$ cat config.mk
export PLATFORM = sky130hd
export DESIGN_NAME = shift_acc
export DESIGN_NICKNAME = d
export VERILOG_FILES = /design/src/rtl/shift_acc.sv
export SDC_FILE = /design/constraint.sdc
export NUM_CORES = 1
export LEC_CHECK = 0
export ABC_AREA = 1
export BUFFER_PORTS_ARGS = -buffer_cell sky130_fd_sc_hd__buf_4
export CAP_MARGIN = 15
export CORE_AREA = 2 2 70 72
export CTS_BUF_LIST = sky130_fd_sc_hd__clkbuf_2 sky130_fd_sc_hd__clkbuf_4 sky130_fd_sc_hd__clkbuf_8
export DETAILED_ROUTE_END_ITERATION = 8
export DIE_AREA = 0 0 72 74
export HOLD_SLACK_MARGIN = 0.03
export PLACE_DENSITY_LB_ADDON = 0.3
export SKIP_CTS_REPAIR_TIMING = 1
export SYNTH_ARGS = -nofsm -noshare
export SYNTH_HDL_FRONTEND = slang
export SYNTH_SLANG_ARGS = --single-unit
$ cat constraint.sdc
create_clock -name clk -period 1.7 [get_ports clk]
set_clock_uncertainty 0.2 [all_clocks]
set_input_delay 0.34 -clock clk [delete_from_list [all_inputs] [get_ports clk]]
set_output_delay 0.34 -clock clk [all_outputs]
set_load 0.01 [all_outputs]
$ cat src/rtl/shift_acc.sv
// shift_acc -- shift-and-accumulate unit for the multiplier datapath.
//
// Takes a stream of unsigned partial products, each tagged with a shift
// index. Every accepted beat is shifted left by in_sel*STEP bits, truncated
// to OUT_W and added into a running accumulator. A beat flagged in_last
// closes the operation; the result is then held until downstream takes it.
//
// Ports:
//   clk, rst_n            clock (rising edge), asynchronous active-low reset
//   in_valid/in_ready     input beat handshake
//   in_data, in_sel       partial product and its shift index
//   in_last               beat closes the current operation
//   out_valid/out_ready   result handshake
//   out_data              accumulated result (running sum while accumulating)
//   out_ovf               sticky overflow (truncation or carry) for this op
//   out_beats             beats accepted in this op, saturating at all-ones
//   dbg_state             current FSM state (0 = ACC, 1 = HOLD)
//
// Handshakes: a transfer happens on a rising edge where valid and ready are
// both 1. A source holds valid and its payload until that edge; ready may
// depend on state but never on the partner's valid.
//
// Build option: define SHIFT_ACC_SAT_EN to saturate the accumulator at
// all-ones on the first overflow event of an operation instead of wrapping.

module shift_acc #(
  parameter int IN_W   = 8,
  parameter int STEP   = 4,
  parameter int SEL_W  = 2,
  parameter int OUT_W  = 16,
  parameter int BEAT_W = 4
) (
  input  logic              clk,
  input  logic              rst_n,
  input  logic              in_valid,
  output logic              in_ready,
  input  logic [IN_W-1:0]   in_data,
  input  logic [SEL_W-1:0]  in_sel,
  input  logic              in_last,
  output logic              out_valid,
  input  logic              out_ready,
  output logic [OUT_W-1:0]  out_data,
  output logic              out_ovf,
  output logic [BEAT_W-1:0] out_beats,
  output logic              dbg_state
);

  // Full width of the largest shift, widened so there is always at least
  // one bit above OUT_W to test for truncation loss.
  localparam int SH_W  = IN_W + ((1 << SEL_W) - 1) * STEP;
  localparam int EXT_W = (SH_W > OUT_W) ? SH_W : OUT_W + 1;

  typedef enum logic {
    ST_ACC  = 1'b0,
    ST_HOLD = 1'b1
  } state_t;

  state_t             state_q, state_d;
  logic [OUT_W-1:0]   acc_q, acc_d;
  logic               ovf_q;
  logic [BEAT_W-1:0]  beats_q;

  logic               accept;
  logic               take;
  logic [EXT_W-1:0]   sh_ext;
  logic [OUT_W-1:0]   sh;
  logic               trunc_ovf;
  logic               carry;
  logic [OUT_W-1:0]   sum;
  logic               ovf_ev;

  // Shift datapath
  always_comb begin
    sh_ext    = {{(EXT_W-IN_W){1'b0}}, in_data} << (int'(in_sel) * STEP);
    trunc_ovf = |sh_ext[EXT_W-1:OUT_W];
    sh        = sh_ext[OUT_W-1:0];
    {carry, sum} = {1'b0, acc_q} + {1'b0, sh};
    ovf_ev    = trunc_ovf | carry;
`ifdef SHIFT_ACC_SAT_EN
    // Once an operation has overflowed, the accumulator is pinned at
    // all-ones until the result is taken.
    acc_d = (ovf_ev | ovf_q) ? {OUT_W{1'b1}} : sum;
`else
    acc_d = sum;
`endif
  end

  // FSM next state and handshake outputs
  always_comb begin
    state_d   = state_q;
    in_ready  = 1'b0;
    out_valid = 1'b0;
    accept    = 1'b0;
    take      = 1'b0;
    case (state_q)
      ST_ACC: begin
        in_ready = 1'b1;
        accept   = in_valid;
        if (in_valid && in_last) state_d = ST_HOLD;
      end
      ST_HOLD: begin
        out_valid = 1'b1;
        take      = out_ready;
        if (out_ready) state_d = ST_ACC;
      end
      default: state_d = ST_ACC;
    endcase
  end

  always_ff @(posedge clk or negedge rst_n) begin
    if (!rst_n) state_q <= ST_ACC;
    else        state_q <= state_d;
  end

  always_ff @(posedge clk or negedge rst_n) begin
    if (!rst_n) begin
      acc_q   <= '0;
      ovf_q   <= 1'b0;
      beats_q <= '0;
    end else if (take) begin
      acc_q   <= '0;
      ovf_q   <= 1'b0;
      beats_q <= '0;
    end else if (accept) begin
      acc_q   <= acc_d;
      ovf_q   <= ovf_q | ovf_ev;
      if (beats_q != {BEAT_W{1'b1}}) beats_q <= beats_q + 1'b1;
    end
  end

  assign out_data  = acc_q;
  assign out_ovf   = ovf_q;
  assign out_beats = beats_q;
  assign dbg_state = state_q;

endmodule

==> run metrics <==
run status finished with violations; failing checks setup timing; Syn Inst Count ~320; Worst path slowest cell dfrtp_1; final hold vios 0; fraction of layout cells with a size suffix above 1 0.397; peak supply drop around 750 uV; nets about 440; GR Overflow Total 0; combinational share of power 0.654; register area 551 um^2; Mapped Nets 350; Routed Antenna Nets 0; Place WS -612 ps; final setup fails 14; commonest non-fill, non-tap cell in the layout nand2_1; floorplan row count 25; Die H approximately 74 um; period utilization 1.15; Clk pwr share 0.124; syn avg cell area about 6.3 um^2; H-Tree Depth 1; arrival time worst endpoint 1920 ps; start point of the critical path out_data[0]; area of the multi-input gates 0.00152 mm^2; Yosys Warn Count 0; RSZ-0062 raised after global routing yes; DR DRC count 0; Worst Hold Class input pin to flip-flop; post-detail-place hpwl 4280 um; ranking of synthesized cells by area dfrtp_1, nand2_1, ha_1; Relative slew margins 0.793; pin count of the biggest net entering global routing 23; Required @ worst endpoint between 1500 and 2000 ps; clock transition at the registers of the reported paths 100 ps; CP Capture Point out_data[10]; Power per Cell Area ~1400 mW/mm^2; vias in the first global route ~2100; Synth cell types 28; area grow syn2layout 53.2%; Initial DRC Count around 150; Die Span X 72 um; die area approximately 0.0053 mm^2; total track usage 0.220; hold path startpoint in_last; post-synthesis register bit count 22; number of diodes 0; RR Startpoint out_data[0]; first-pass GRT wire length between 9000 and 10000 um; most frequent cells in the layout nand2_1, buf_4, inv_1, nand2_2, dfrtp_1; Sw Ratio 0.420; FILL cells around 380; # port buffers 38; dominant cell type by area after synthesis dfrtp_1; crit-path max FO 4; FMAX between 0.5 and 0.6 GHz; R2R setup slack -250 ps; DR vias/cell a little over 5; antenna violations before repair 0; Crit Path Category flip-flop to flip-flop; PnR Total Power between 4 and 5 mW; reg2reg path depth 10; total clock sinks 22; Seq/Total Area, Yosys 0.274; slowest stage delay, CP just over 400 ps; CTS tree yes; CP Capture Type flip-flop; Mapped Area around 0.0020 mm^2; Starting Density 0.437; post-DR wirelength/cell approximately 14 um; Crit path top cell by count nand2_2; CTS root buffer clkbuf_8; routability cong. a little over 0.9; total number of vias 2344; Leakage 1.71 nW; Final WS setup -249 ps; boundary pin count 39; Setup crit start kind flip-flop; first drt pass iteration count 4; WL final slightly above 6000 um; part of the power in registers 0.222; Psw 1.76 mW; CP cell instances ha_2 > fa_2 > nand2_2 > nand2_1 > nand3b_1 > nand2_2 > nand2_2 > nand3b_1 > nand3_1 > nand2_1; minimum clock period between 1500 and 2000 ps; core box area ~0.0046 mm^2; Critical R2R Capture out_data[10]; Internal 2.43 mW; total CTS buffers 3; share of the synthesized area in the top cell type 0.274; worst skew pair latency around 280 ps; number of max-cap violations 0; CTS Buffer Depth 2; worst slew pin tran between 300 and 400 ps; Max Transition Viols Final 0
metrics by stage:
step,instance area [um^2],utilization,TNS (ps),hold WS (ps),std cells
2_1_floorplan,2080,-,-3560,-156,317
3_3_place_gp,2670,0.581,-7120,56.9,446
3_5_place_dp,2670,0.581,-7300,63.5,446
4_1_cts,2740,0.596,-3270,-238,450
5_1_grt,3080,0.670,-2830,146,457
6_report,3080,0.670,-1680,104,457
area by class of cell:
class                   instances  share of cell area
well taps                      54              0.0219
clock inverters                 1             0.00975
inverters                      46              0.0577
clock buffers                   3              0.0134
flip-flops and latches         22               0.179
repair buffers                 88               0.226
multi-input cells             243               0.492
cells in the mapped netlist (all sizes together):
library cell,count
or2,1
a21oi,16
o21bai,1
nor2,31
inv,46
nor3,6
dfrtp,22
clkbuf,1
fa,1
ha,17
and3,1
a21o,1
nand4,2
a22o,2
mux2i,3
buf,5
nand3,20
nand3b,4
o21ai,13
a32o,1
nand2,122
and2,1
logic make-up (layout without fill, tap and decap cells):
| logic type | Yosys count | count (layout) | share of synthesized area |
|---|---|---|---|
| simple gates | 188 | 188 | 0.396 |
| buf+inv | 52 | 138 | 0.104 |
| compound gates | 34 | 34 | 0.0953 |
| flops | 22 | 22 | 0.274 |
| fa+ha+maj | 18 | 18 | 0.116 |
| mux | 3 | 3 | 0.0149 |
critical path, delay by kind of cell, from the launching register on:
kind          cells  cell delay, ps
flops             1             410
simple gates      8             690
fa+ha+maj         2             560
power groups by stage:
| stage | Combinational (mW) | Sequential [mW] | Clock (mW) |
|---|---|---|---|
| 6_report | 2.74 | 0.931 | 0.520 |
| 5_1_grt | 3.01 | 0.963 | 0.552 |
| 4_1_cts | 2.37 | 0.914 | 0.526 |
| 3_5_place_dp | 2.34 | 0.919 | 0 |
| 3_3_place_gp | 2.30 | 0.921 | 0 |
| 2_1_floorplan | 1.10 | 1.03 | 0 |
registers in the layout (all words and copies together) (netlist names):
register   count
out_data      16
out_beats      4
dbg_state      1
out_ovf        1
routing by layer:
metal | part of all wire | up-vias | global-route usage
met5 | 0 | - | 0
met4 | 0.025 | 0 | 0.0713
met3 | 0.054 | 17 | 0.0271
met2 | 0.45 | 68 | 0.346
met1 | 0.47 | 1077 | 0.318
li1 | - | 1182 | -
worst min-delay path by stage:
stage	cells after the start	endpoint
2_1_floorplan	0	dbg_state
3_3_place_gp	1	out_beats[2]
3_5_place_dp	1	out_beats[2]
4_1_cts	1	out_beats[2]
5_1_grt	3	dbg_state
6_report	3	dbg_state
(Power assumes the default switching activity.)
